`src/rtl/jserial_alu.sv`:
```
`default_nettype none
// ============================================================================
// Module   : jserial_alu
// Purpose  : Bit-serial ALU. One full-adder/comparator slice handles one
//            result bit per clock. WIDTH bits finish in WIDTH cycles.
// Options  : JSERIAL_ALU_ABORT_EN adds the wabort input, which cancels a run.
// Revision : 1.0 - initial release
// ============================================================================
module jserial_alu #(
  parameter int WIDTH = 8,
  parameter int CW    = $clog2(WIDTH + 1)
) (
  input  logic             wclk,
  input  logic             wreset,
  input  logic             wstart,
  input  logic [2:0]       wop,
  input  logic [WIDTH-1:0] wa,
  input  logic [WIDTH-1:0] wb,
  input  logic             wci,
`ifdef JSERIAL_ALU_ABORT_EN
  input  logic             wabort,
`endif
  output logic             wbusy,
  output logic             wdone,
  output logic [WIDTH-1:0] wc,
  output logic             wco,
  output logic             weqo,
  output logic             walo,
  output logic             wz
);

  localparam logic [2:0] c_OP_ADD = 3'b000;
  localparam logic [2:0] c_OP_SHR = 3'b001;
  localparam logic [2:0] c_OP_SHL = 3'b010;
  localparam logic [2:0] c_OP_NOT = 3'b011;
  localparam logic [2:0] c_OP_AND = 3'b100;
  localparam logic [2:0] c_OP_OR  = 3'b101;
  localparam logic [2:0] c_OP_XOR = 3'b110;
  localparam logic [2:0] c_OP_CMP = 3'b111;

  typedef enum logic [1:0] {
    S_IDLE = 2'd0,
    S_RUN  = 2'd1,
    S_DONE = 2'd2
  } state_t;

  state_t           r_state;
  logic [WIDTH-1:0] r_a;
  logic [WIDTH-1:0] r_b;
  logic [WIDTH-1:0] r_res;
  logic [2:0]       r_op;
  logic             r_c;
  logic             r_eq;
  logic             r_alo;
  logic [CW-1:0]    r_cnt;

  logic             w_msb_first;
  logic             w_abit;
  logic             w_bbit;
  logic             w_rbit;
  logic             w_c_next;
  logic             w_eq_next;
  logic             w_alo_next;
  logic             w_co_final;
  logic             w_last;
  logic             w_abort;
  logic [WIDTH-1:0] w_res_next;

`ifdef JSERIAL_ALU_ABORT_EN
  assign w_abort = wabort;
`else
  assign w_abort = 1'b0;
`endif

  // SHR and CMP walk the operands from the MSB down; everything else LSB up.
  assign w_msb_first = (r_op == c_OP_SHR) || (r_op == c_OP_CMP);
  assign w_abit      = w_msb_first ? r_a[WIDTH-1] : r_a[0];
  assign w_bbit      = w_msb_first ? r_b[WIDTH-1] : r_b[0];
  assign w_last      = (r_cnt == CW'(WIDTH - 1));

  // Result bits enter at the end opposite to the walk direction, so that after
  // WIDTH shifts every bit sits at its own index.
  assign w_res_next  = w_msb_first ? {r_res[WIDTH-2:0], w_rbit}
                                   : {w_rbit, r_res[WIDTH-1:1]};

  // Single bit-slice: result bit plus the next carry / compare flags.
  always_comb begin
    w_rbit     = 1'b0;
    w_c_next   = r_c;
    w_eq_next  = r_eq;
    w_alo_next = r_alo;
    w_co_final = 1'b0;
    case (r_op)
      c_OP_ADD: begin
        w_rbit     = w_abit ^ w_bbit ^ r_c;
        w_c_next   = (w_abit & w_bbit) | (r_c & (w_abit ^ w_bbit));
        w_co_final = w_c_next;
      end
      c_OP_SHR, c_OP_SHL: begin
        // Emit the held bit, then hold the current operand bit.
        w_rbit     = r_c;
        w_c_next   = w_abit;
        w_co_final = w_c_next;
      end
      c_OP_NOT: w_rbit = ~w_abit;
      c_OP_AND: w_rbit = w_abit & w_bbit;
      c_OP_OR:  w_rbit = w_abit | w_bbit;
      c_OP_XOR: w_rbit = w_abit ^ w_bbit;
      c_OP_CMP: begin
        // The first differing bit from the top decides the ordering.
        w_rbit     = w_abit ^ w_bbit;
        w_alo_next = r_alo | (r_eq & w_abit & ~w_bbit);
        w_eq_next  = r_eq & ~(w_abit ^ w_bbit);
      end
      default: ;
    endcase
  end

  // Control FSM, operand shift registers and registered outputs.
  always_ff @(posedge wclk or posedge wreset) begin
    if (wreset) begin
      r_state <= S_IDLE;
      r_a     <= '0;
      r_b     <= '0;
      r_res   <= '0;
      r_op    <= '0;
      r_c     <= 1'b0;
      r_eq    <= 1'b0;
      r_alo   <= 1'b0;
      r_cnt   <= '0;
      wbusy   <= 1'b0;
      wdone   <= 1'b0;
      wc      <= '0;
      wco     <= 1'b0;
      weqo    <= 1'b0;
      walo    <= 1'b0;
    end else begin
      case (r_state)
        S_IDLE, S_DONE: begin
          wdone <= 1'b0;
          if (wstart) begin
            r_a     <= wa;
            r_b     <= wb;
            r_op    <= wop;
            r_c     <= wci;
            r_eq    <= 1'b1;
            r_alo   <= 1'b0;
            r_res   <= '0;
            r_cnt   <= '0;
            wbusy   <= 1'b1;
            r_state <= S_RUN;
          end else begin
            r_state <= S_IDLE;
          end
        end
        S_RUN: begin
          if (w_abort) begin
            wbusy   <= 1'b0;
            r_state <= S_IDLE;
          end else begin
            r_a   <= w_msb_first ? (r_a << 1) : (r_a >> 1);
            r_b   <= w_msb_first ? (r_b << 1) : (r_b >> 1);
            r_res <= w_res_next;
            r_c   <= w_c_next;
            r_eq  <= w_eq_next;
            r_alo <= w_alo_next;
            r_cnt <= r_cnt + 1'b1;
            if (w_last) begin
              wc      <= w_res_next;
              wco     <= w_co_final;
              weqo    <= (r_op == c_OP_CMP) ? w_eq_next  : 1'b0;
              walo    <= (r_op == c_OP_CMP) ? w_alo_next : 1'b0;
              wbusy   <= 1'b0;
              wdone   <= 1'b1;
              r_state <= S_DONE;
            end
          end
        end
        default: begin
          wbusy   <= 1'b0;
          wdone   <= 1'b0;
          r_state <= S_IDLE;
        end
      endcase
    end
  end

  assign wz = (wc == '0);

endmodule
`default_nettype wire

```
`config.mk`:
```
export PLATFORM = sky130hd
export DESIGN_NAME = jserial_alu
export DESIGN_NICKNAME = d
export VERILOG_FILES = /design/src/rtl/jserial_alu.sv
export SDC_FILE = /design/constraint.sdc
export NUM_CORES = 1
export LEC_CHECK = 0
export CAP_MARGIN = 20
export CORE_MARGIN = 2
export CORE_UTILIZATION = 55
export DETAILED_ROUTE_END_ITERATION = 12
export PLACE_DENSITY = 0.81
export RECOVER_POWER = 25
export SYNTH_ARGS = -nofsm -noshare
export SYNTH_HDL_FRONTEND = slang
export SYNTH_SLANG_ARGS = --single-unit
```
`constraint.sdc`:
```
create_clock -name wclk -period 5.38 [get_ports wclk]
set_clock_uncertainty 0.1 [all_clocks]
set_input_delay 1.076 -clock wclk [delete_from_list [all_inputs] [get_ports wclk]]
set_output_delay 1.076 -clock wclk [all_outputs]
set_load 0.01 [all_outputs]
```
# == Word level (Yosys, flattened, before mapping) ==
# Cells that the tools add are included.
# word_totals
register_bits,49
latchBits,0
ram_bits,0
rom_bits,0
in_bits,23
out_inout_bits,14
wordCells,88
memories,0
# op_classes
n_addsub,1
n_mul,0
n_div,0
magnitude_cmp,0
n_eq_ne,13
shift,0
mux,33
bitwise_logic,13
reduce_logical,13
# op_table
op,n
8-bit 2-to-1 mux,6
8-bit one-hot mux with 2 select lines,3
1-bit 2-to-1 mux,13
"3-bit equality test, second input constant",4
1-bit one-hot mux with 2 select lines,6
8-bit logical NOT,1
4-bit one-hot mux with 2 select lines,1
2-bit AND reduction,4
"3-bit by 2-bit equality test with 1-bit output, second input constant",2
1-bit one-hot mux with 6 select lines,1
2-bit OR reduction,3
1-bit AND,5
"4-bit by 1-bit adder with 4-bit output, second input constant",1
"4-bit by 3-bit equality test with 1-bit output, second input constant",1
4-bit 2-to-1 mux,1
"2-bit inequality test, second input constant",2
2-bit one-hot mux with 2 select lines,1
"3-bit by 1-bit equality test with 1-bit output, second input constant",1
3-bit logical NOT,1
"3-bit by 1-bit inequality test with 1-bit output, second input constant",1
1-bit NOT,3
1-bit bitwise OR,3
3-bit AND reduction,1
"2-bit by 1-bit equality test with 1-bit output, second input constant",1
other kinds (6),7

# == Depth between registers and ports, before layout ==
# Gate-level depths: netlist of run 1.
# depth
ltp_word,8
ltp_mapped,10
mapped_depth_nobuf,9

# == Least setup slack after synthesis of run 1 ==
# No wires, ideal clock.
# synth_timing
path_kind,register to register
from,register r_op[2]
to,register wc[0]
setup_time_ns,0.131
arrival_ns,2.086
required_time_ns,5.149
setup_slack_ns,3.062
stages_incl_launch_ff,9
path_buffers,1
cell_sequence,dfrtp_1 > xnor2_1 > and2_1 > buf_6 > mux2i_1 > ha_1 > or3_1 > o211ai_1 > o21ai_1
# synth_via
elab_chain_len,7
elab_cells_between_ends,20
cone_classes,eq/ne: 7; mux: 4; bitwise: 5; reduce/logical: 4
# synth_lines
element,line,rtl
start: declaration,51,logic [2:0] r_op;
start signal: assignment,144,r_op <= wop;
3-bit by 1-bit equality test with 1-bit output or 3-bit equality test (tied branches),"76, 93",
1-bit logical OR,76,assign w_msb_first = (r_op == c_OP_SHR) || (r_op == c_OP_CMP);
1-bit 2-to-1 mux (on tied branches),"77, 78",
1-bit XOR,"95, 108, 111",
1-bit XOR,95,w_rbit = w_abit ^ w_bbit ^ r_c;
1-bit one-hot mux with 6 select lines,93,case (r_op)
8-bit 2-to-1 mux (*),83,"assign w_res_next = w_msb_first ? {r_res[WIDTH-2:0], w_rbit}"
end signal: assignment,169,wc <= w_res_next;
end: declaration,25,"output logic [WIDTH-1:0] wc,"
# Mark *: on every way between the ends. The rest lies on a longest branch, timed or not.
# A chain may end at the register's enable or synchronous reset.

==> results of run 1 <==
[routing by layer]
layer | up-vias | wire length [um]
met4 | 0 | 77
met3 | 7 | 268
met2 | 56 | 2510
li1 | 1015 | -
met5 | - | 0
met1 | 1003 | 2510
[kinds of logic (layout without fill, tap and decap cells)]
| family | after synthesis | in the layout | share of synthesized area [%] |
|---|---|---|---|
| and+or+nand+nor | 124 | 124 | 22.6 |
| AOI/OAI and AO/OA | 65 | 65 | 16.4 |
| DFF | 48 | 48 | 49.1 |
| buffers and inverters | 26 | 55 | 5.47 |
| muxes | 9 | 9 | 3.73 |
| adders and majority gates | 4 | 4 | 2.35 |
| xor gates and xnor gates | 1 | 1 | 0.358 |
[per-stage QoR]
stage	utilization (%)	std cells	area [um2]	power (mW)	hold slack [ps]
after floorplan	-	277	2450	1.30	350
after global placement	64.3	349	2780	1.49	375
after detailed placement	64.3	349	2780	1.52	369
after CTS	66.4	357	2870	1.75	394
after global routing	66.5	358	2880	1.90	419
final	66.5	358	2880	1.74	394
[registers in the layout (all words and copies together) (netlist names)]
name,cells
r_a,8
r_b,8
r_res,8
wc,8
r_cnt,4
r_op,3
r_alo,1
r_c,1
r_eq,1
r_state,1
walo,1
wbusy,1
wco,1
wdone,1
weqo,1
[worst max-delay path by stage]
stage	from	endpoint	slack [ps]	depth (start not counted)
6_report	wreset	r_a[3]$_DFFE_PP0P_	1760	3
5_1_grt	wreset	wc[7]$_DFFE_PP0P_	1200	3
4_1_cts	wc[2]$_DFFE_PP0P_	wz	2300	3
3_5_place_dp	r_op[1]$_DFFE_PP0P_	r_res[0]$_DFFE_PP0P_	2370	7
3_3_place_gp	r_op[1]$_DFFE_PP0P_	r_res[0]$_DFFE_PP0P_	2500	7
2_1_floorplan	wreset	r_a[0]$_DFFE_PP0P_	3060	1
[synth_stat cells, drive strengths merged (2+ instances only)]
cell type  instances  area share (%)
a211oi             2            0.61
a21boi             2            0.61
a21o               4             1.2
a21oi              8             1.6
a31oi             12             3.1
and3              13             3.3
buf               12             3.3
clkbuf             5            0.77
dfrtp             48              49
ha                 3             1.5
inv                9             1.4
mux2i              8             3.3
nand2             75              12
nand2b             4             1.0
nand3              3            0.61
nand4              2            0.51
nor2              15             2.4
nor3               5             1.0
o21ai             21             4.3
o22ai              5             1.3
o31ai              4             1.2
or4                2            0.61
[power breakdown]
group | switching [mW] | leakage (nW) | internal [mW]
sequential | 0.163 | 0.584 | 0.532
combinational | 0.465 | 0.695 | 0.362
clock | 0.120 | 0.0510 | 0.103
total | 0.748 | 1.33 | 0.997
[worst max-delay path: cells and delay by family]
family,cells,cell delay (ps)
buffers and inverters,3,2350
[cell type report]
type | count | area, um2
repair buffers | 38 | 372
clock inverters | 2 | 10.0
inverters | 9 | 33.8
well taps | 52 | 65.1
flip-flops and latches | 48 | 1200
fillers | 368 | 1450
clock buffers | 6 | 82.6
multi-input cells | 203 | 1110
==> metrics.yaml, run 1 <==
wirelength_um: 5370
worst_skew_pair.late_latency_ps: 300
setup_viol: 0
nNetsFinal: 332
max_stage_delay_ps: 1720
required_ps: 5200
layout_worst_path_cycle_share_pct: 67.3
viasPerCell: 5.81
numCtsBuffers: 5
layout-drive-gt1-share_pct: 4.25
pin_count: 37
hold_path_end: "walo$_DFFE_PP0P_"
antenna_left: 0
gr-usage-met3_pct: 5.70
antenna_found_initial: 0
violations: "max-capacitance violations, max-slew violations"
grt_use_total_pct: 23.6
status: "complete, but fails checks"
worstPathMaxFanout: 46
synth-async-reset-ratio_pct: 100
vdd_ir_drop_max_uv: 310
synth-seq-area-share_pct: 49.1
ys_seq_elements: 48
maxSlewViolCount: 47
die_y_um: 70.7
syn_area_per_cell_um2: 8.83
fp.dieArea_um2: 5000
cts.sinks: 48
min_path_type: "reg -> reg"
syn-cell-area_um2: 2450
hold_viol: 0
vias: 2081
p_per_area_nw_per_um2: 607
grtUsageMet1_pct: 31.6
crit_chain: "dlygate4sd3_1 > inv_1 > clkbuf_1"
wl_per_cell_um: 15.0
cellLeakagePower_nw: 1.33
n_antenna_cell: 0
start_util_pct: 56.6
final_common_cell: "nand2_1"
ys.flop_type: "dfrtp_1"
grt_pass1_wl_um: 9360
top_usage_layer: "met2"
critical_path.slowest_cell: "clkbuf_1"
gp_congestion: 0.791
clockRootBuffer: "clkbuf_8"
num_rows: 24
r2r-start: "r_op[1]$_DFFE_PP0P_"
h-tree-depth: 2
drc: 0
die_x_um: 70.7
reg2reg_setup_slack_ps: 2370
period_needed_ps: 3620
startpoint_type: "input pin"
yosysUniqueCellTypes: 43
ctsHoldBuffers: 0
mostFrequentLayoutCells: "74 x nand2_1, 48 x dfrtp_1, 35 x clkdlybuf4s50_1"
drt_iter0_drc: 189
syn-num-nets: 304
clk_pin_slew_ps: 80
max_slew_margin_pct: -59.8
dp_hpwl_um: 3580
core_um2: 4320
synth_edf_count: 0
ff2ff_path_depth: 8
path_class: "in -> async"
drv_cap: 1
worst_r2r_endpoint: "wco$_DFFE_PP0P_"
rsz0062_at_grt: "no"
tightest_slew_ps: 2400
grt_max_degree: 49
met2_usage_pct: 37.8
portBuffers: 36
post_cts_buffers: 0
timing.final.ws_setup_ps: 1760
cts_max_path_buffers: 2
syn_to_final_growth_pct: 17.5
grt_pass1_vias: 2079
tns_ps: 0
gr-total-overflow: 0
place_ws_ps: 2370
drt-pass1-iter-count: 4
max_freq_mhz: 276
yosysWarnings: 0
hp-start: "walo$_DFFE_PP0P_"
whs_path_depth: 2
arrival_ps: 3440
synthCells: 277
post_cts_resize_count: 0
end_kind: "asynchronous set/reset pin"
cts_tree: "done"
Power figures use the tool's default switching activity.
==> run 2: changes to the inputs <==
CORE_UTILIZATION = 48   (was 55)
PLACE_DENSITY = 0.75   (was 0.81)
clock period = 3.3 ns   (was 5.38 ns; I/O delays follow)
==> metrics.yaml, run 2 (synthesized netlist as in run 1, its figures left out) <==
post_cts_buffers: 0  # unchanged
antenna_left: 0  # unchanged
dp_hpwl_um: 3850  # was 3580 um
p_switching_mw: 1.23  # was 0.748 mW
p_per_area_nw_per_um2: 984  # was 607 nW/um2
drt_iter0_drc: 143  # was 189
die_y_um: 75.4  # was 70.7 um
rsz0062_at_grt: "no"  # unchanged
setup_viol: 0  # unchanged
antenna_found_initial: 0  # unchanged
end_kind: "primary output"  # was asynchronous set/reset pin
cts_tree: "done"  # unchanged
viasPerCell: 5.45  # was 5.81
timing.final.ws_setup_ps: 629  # was 1760 ps
max_slew_margin_pct: 28.8  # was -59.8%
ctsHoldBuffers: 0  # unchanged
drc: 0  # unchanged
gr-total-overflow: 0  # unchanged
post_cts_resize_count: 0  # unchanged
mostFrequentLayoutCells: "74 x nand2_1, 48 x dfrtp_1, 35 x clkdlybuf4s50_1"  # unchanged
fin_area_um2: 2930  # was 2880 um2
critical_path_buf_inv_count: 1  # was 3
max_stage_delay_ps: 540  # was 1720 ps
maxSlewViolCount: 0  # was 47
worst_skew_pair.late_latency_ps: 310  # was 300 ps
vdd_ir_drop_max_uv: 471  # was 310 uV
fp.dieArea_um2: 5680  # was 5000 um2
start_util_pct: 50.8  # was 56.6%
p_total_mw: 2.88  # was 1.74 mW
grt_pass1_wl_um: 9530  # was 9360 um
clockRootBuffer: "clkbuf_8"  # unchanged
stdcell_count: 378  # was 358
gp_congestion: 0.819  # was 0.791
nNetsFinal: 337  # was 332
grt_use_total_pct: 22.3  # was 23.6%
syn_to_final_growth_pct: 19.8  # was 17.5%
layout_worst_path_cycle_share_pct: 80.9
met2_usage_pct: 33.7  # was 37.8%
numCtsBuffers: 5  # unchanged
hold_ws_ps: 393  # was 394 ps
crit_family: "simple AND/OR/NAND/NOR gates"  # was buffers and inverters
wl_per_cell_um: 15.2  # was 15.0 um
pin_count: 37  # unchanged
grt_max_degree: 31  # was 49
final_common_cell: "nand2_1"  # unchanged
cts_max_path_buffers: 2  # unchanged
core_um2: 4820  # was 4320 um2
top_usage_layer: "met2"  # unchanged
tightest_slew_ps: 1070  # was 2400 ps
power_frac_comb_pct: 47.8  # was 47.4%
tns_ps: 0  # unchanged
die_x_um: 75.4  # was 70.7 um
required_ps: 2540  # was 5200 ps
final_core_util_pct: 60.9  # was 66.5%
worstPathMaxFanout: 3  # was 46
h-tree-depth: 2  # unchanged
p_seq_share_pct: 39.4  # was 39.8%
portBuffers: 36  # unchanged
power.internal_mw: 1.66  # was 0.997 mW
critical_path.slowest_cell: "clkdlybuf4s50_1"  # was clkbuf_1
placed_area_um2: 2840  # was 2780 um2
vias: 2060  # was 2081
pwr-share-clk_pct: 12.7  # was 12.8%
status: "completed"  # was complete, but fails checks
crit_chain: "or4_1 > nor2_1 > clkdlybuf4s50_1"  # was dlygate4sd3_1 > inv_1 > clkbuf_1
num_rows: 25  # was 24
drt-pass1-iter-count: 4  # unchanged
min_path_type: "reg -> reg"  # unchanged
max_freq_mhz: 374
cellLeakagePower_nw: 1.35  # was 1.33 nW
dp_cells: 370  # was 349
grtUsageMet1_pct: 30.2  # was 31.6%
drv_cap: 0  # was 1
arrival_ps: 1910  # was 3440 ps
swShare_pct: 42.5  # was 42.9%
layout-drive-gt1-share_pct: 5.79  # was 4.25%
hold_viol: 0  # unchanged
period_needed_ps: 2670
grt_pass1_vias: 2058  # was 2079
path_class: "reg -> out"  # was in -> async
wirelength_um: 5750  # was 5370 um
clk_pin_slew_ps: 90  # was 80 ps
place_ws_ps: 736  # was 2370 ps
gr-usage-met3_pct: 6.22  # was 5.70%
startpoint_type: "flop"  # was input pin
cts.sinks: 48  # unchanged
n_antenna_cell: 0  # unchanged
[run 2: cell count changes in the layout (fill, tap and decap cells not counted)]
cell | before | now
buf_4 | 1 | 6
[run 2: area by class of cell]
cell class | count | area (um2)
Sequential cell | 48 | 1200
Clock inverter | 2 | 10.0
Multi-Input combinational cell | 203 | 1110
Fill cell | 450 | 1890
Tap cell | 67 | 83.8
Clock buffer | 6 | 82.6
Inverter | 9 | 33.8
Timing Repair Buffer | 43 | 409
[run 2: per-layer routing]
layer	routed length [um]	up-vias
met5	0	-
met4	80	0
met3	287	7
met2	2610	53
met1	2770	979
li1	-	1021
[run 2: power by group through the flow]
stage | sequential, mW | clock (mW) | combinational (mW)
after CTS | 1.13 | 0.375 | 1.39
after global placement | 1.13 | 0 | 1.34
after global routing | 1.18 | 0.396 | 1.56
after detailed placement | 1.14 | 0 | 1.38
final | 1.14 | 0.367 | 1.38
after floorplan | 1.07 | 0 | 1.05
[run 2: final timing paths]
path                                     startpoint                    to  slack, ps  depth (start not counted)
worst max-delay path              wc[2]$_DFFE_PP0P_                    wz        630                          3
worst min-delay path                wco$_DFFE_PP0P_       wco$_DFFE_PP0P_        390                          1
worst max register to register  r_op[1]$_DFFE_PP0P_  r_res[0]$_DFFE_PP0P_        730                          7
worst min register to register      wco$_DFFE_PP0P_       wco$_DFFE_PP0P_        390                          1
max in group asynchronous                    wreset     wdone$_DFFE_PP0P_       1120                          3
min in group asynchronous                    wreset  r_cnt[2]$_DFFE_PP0P_        940                          2
[run 2: worst reg2reg max path, stage by stage, from the launching register on]
cell and delay (ps):
dfrtp_1 520, xnor2_1 320, and2_1 200, mux2i_1 340, ha_1 320, or3_1 310, o211ai_1 180, o31ai_1 120
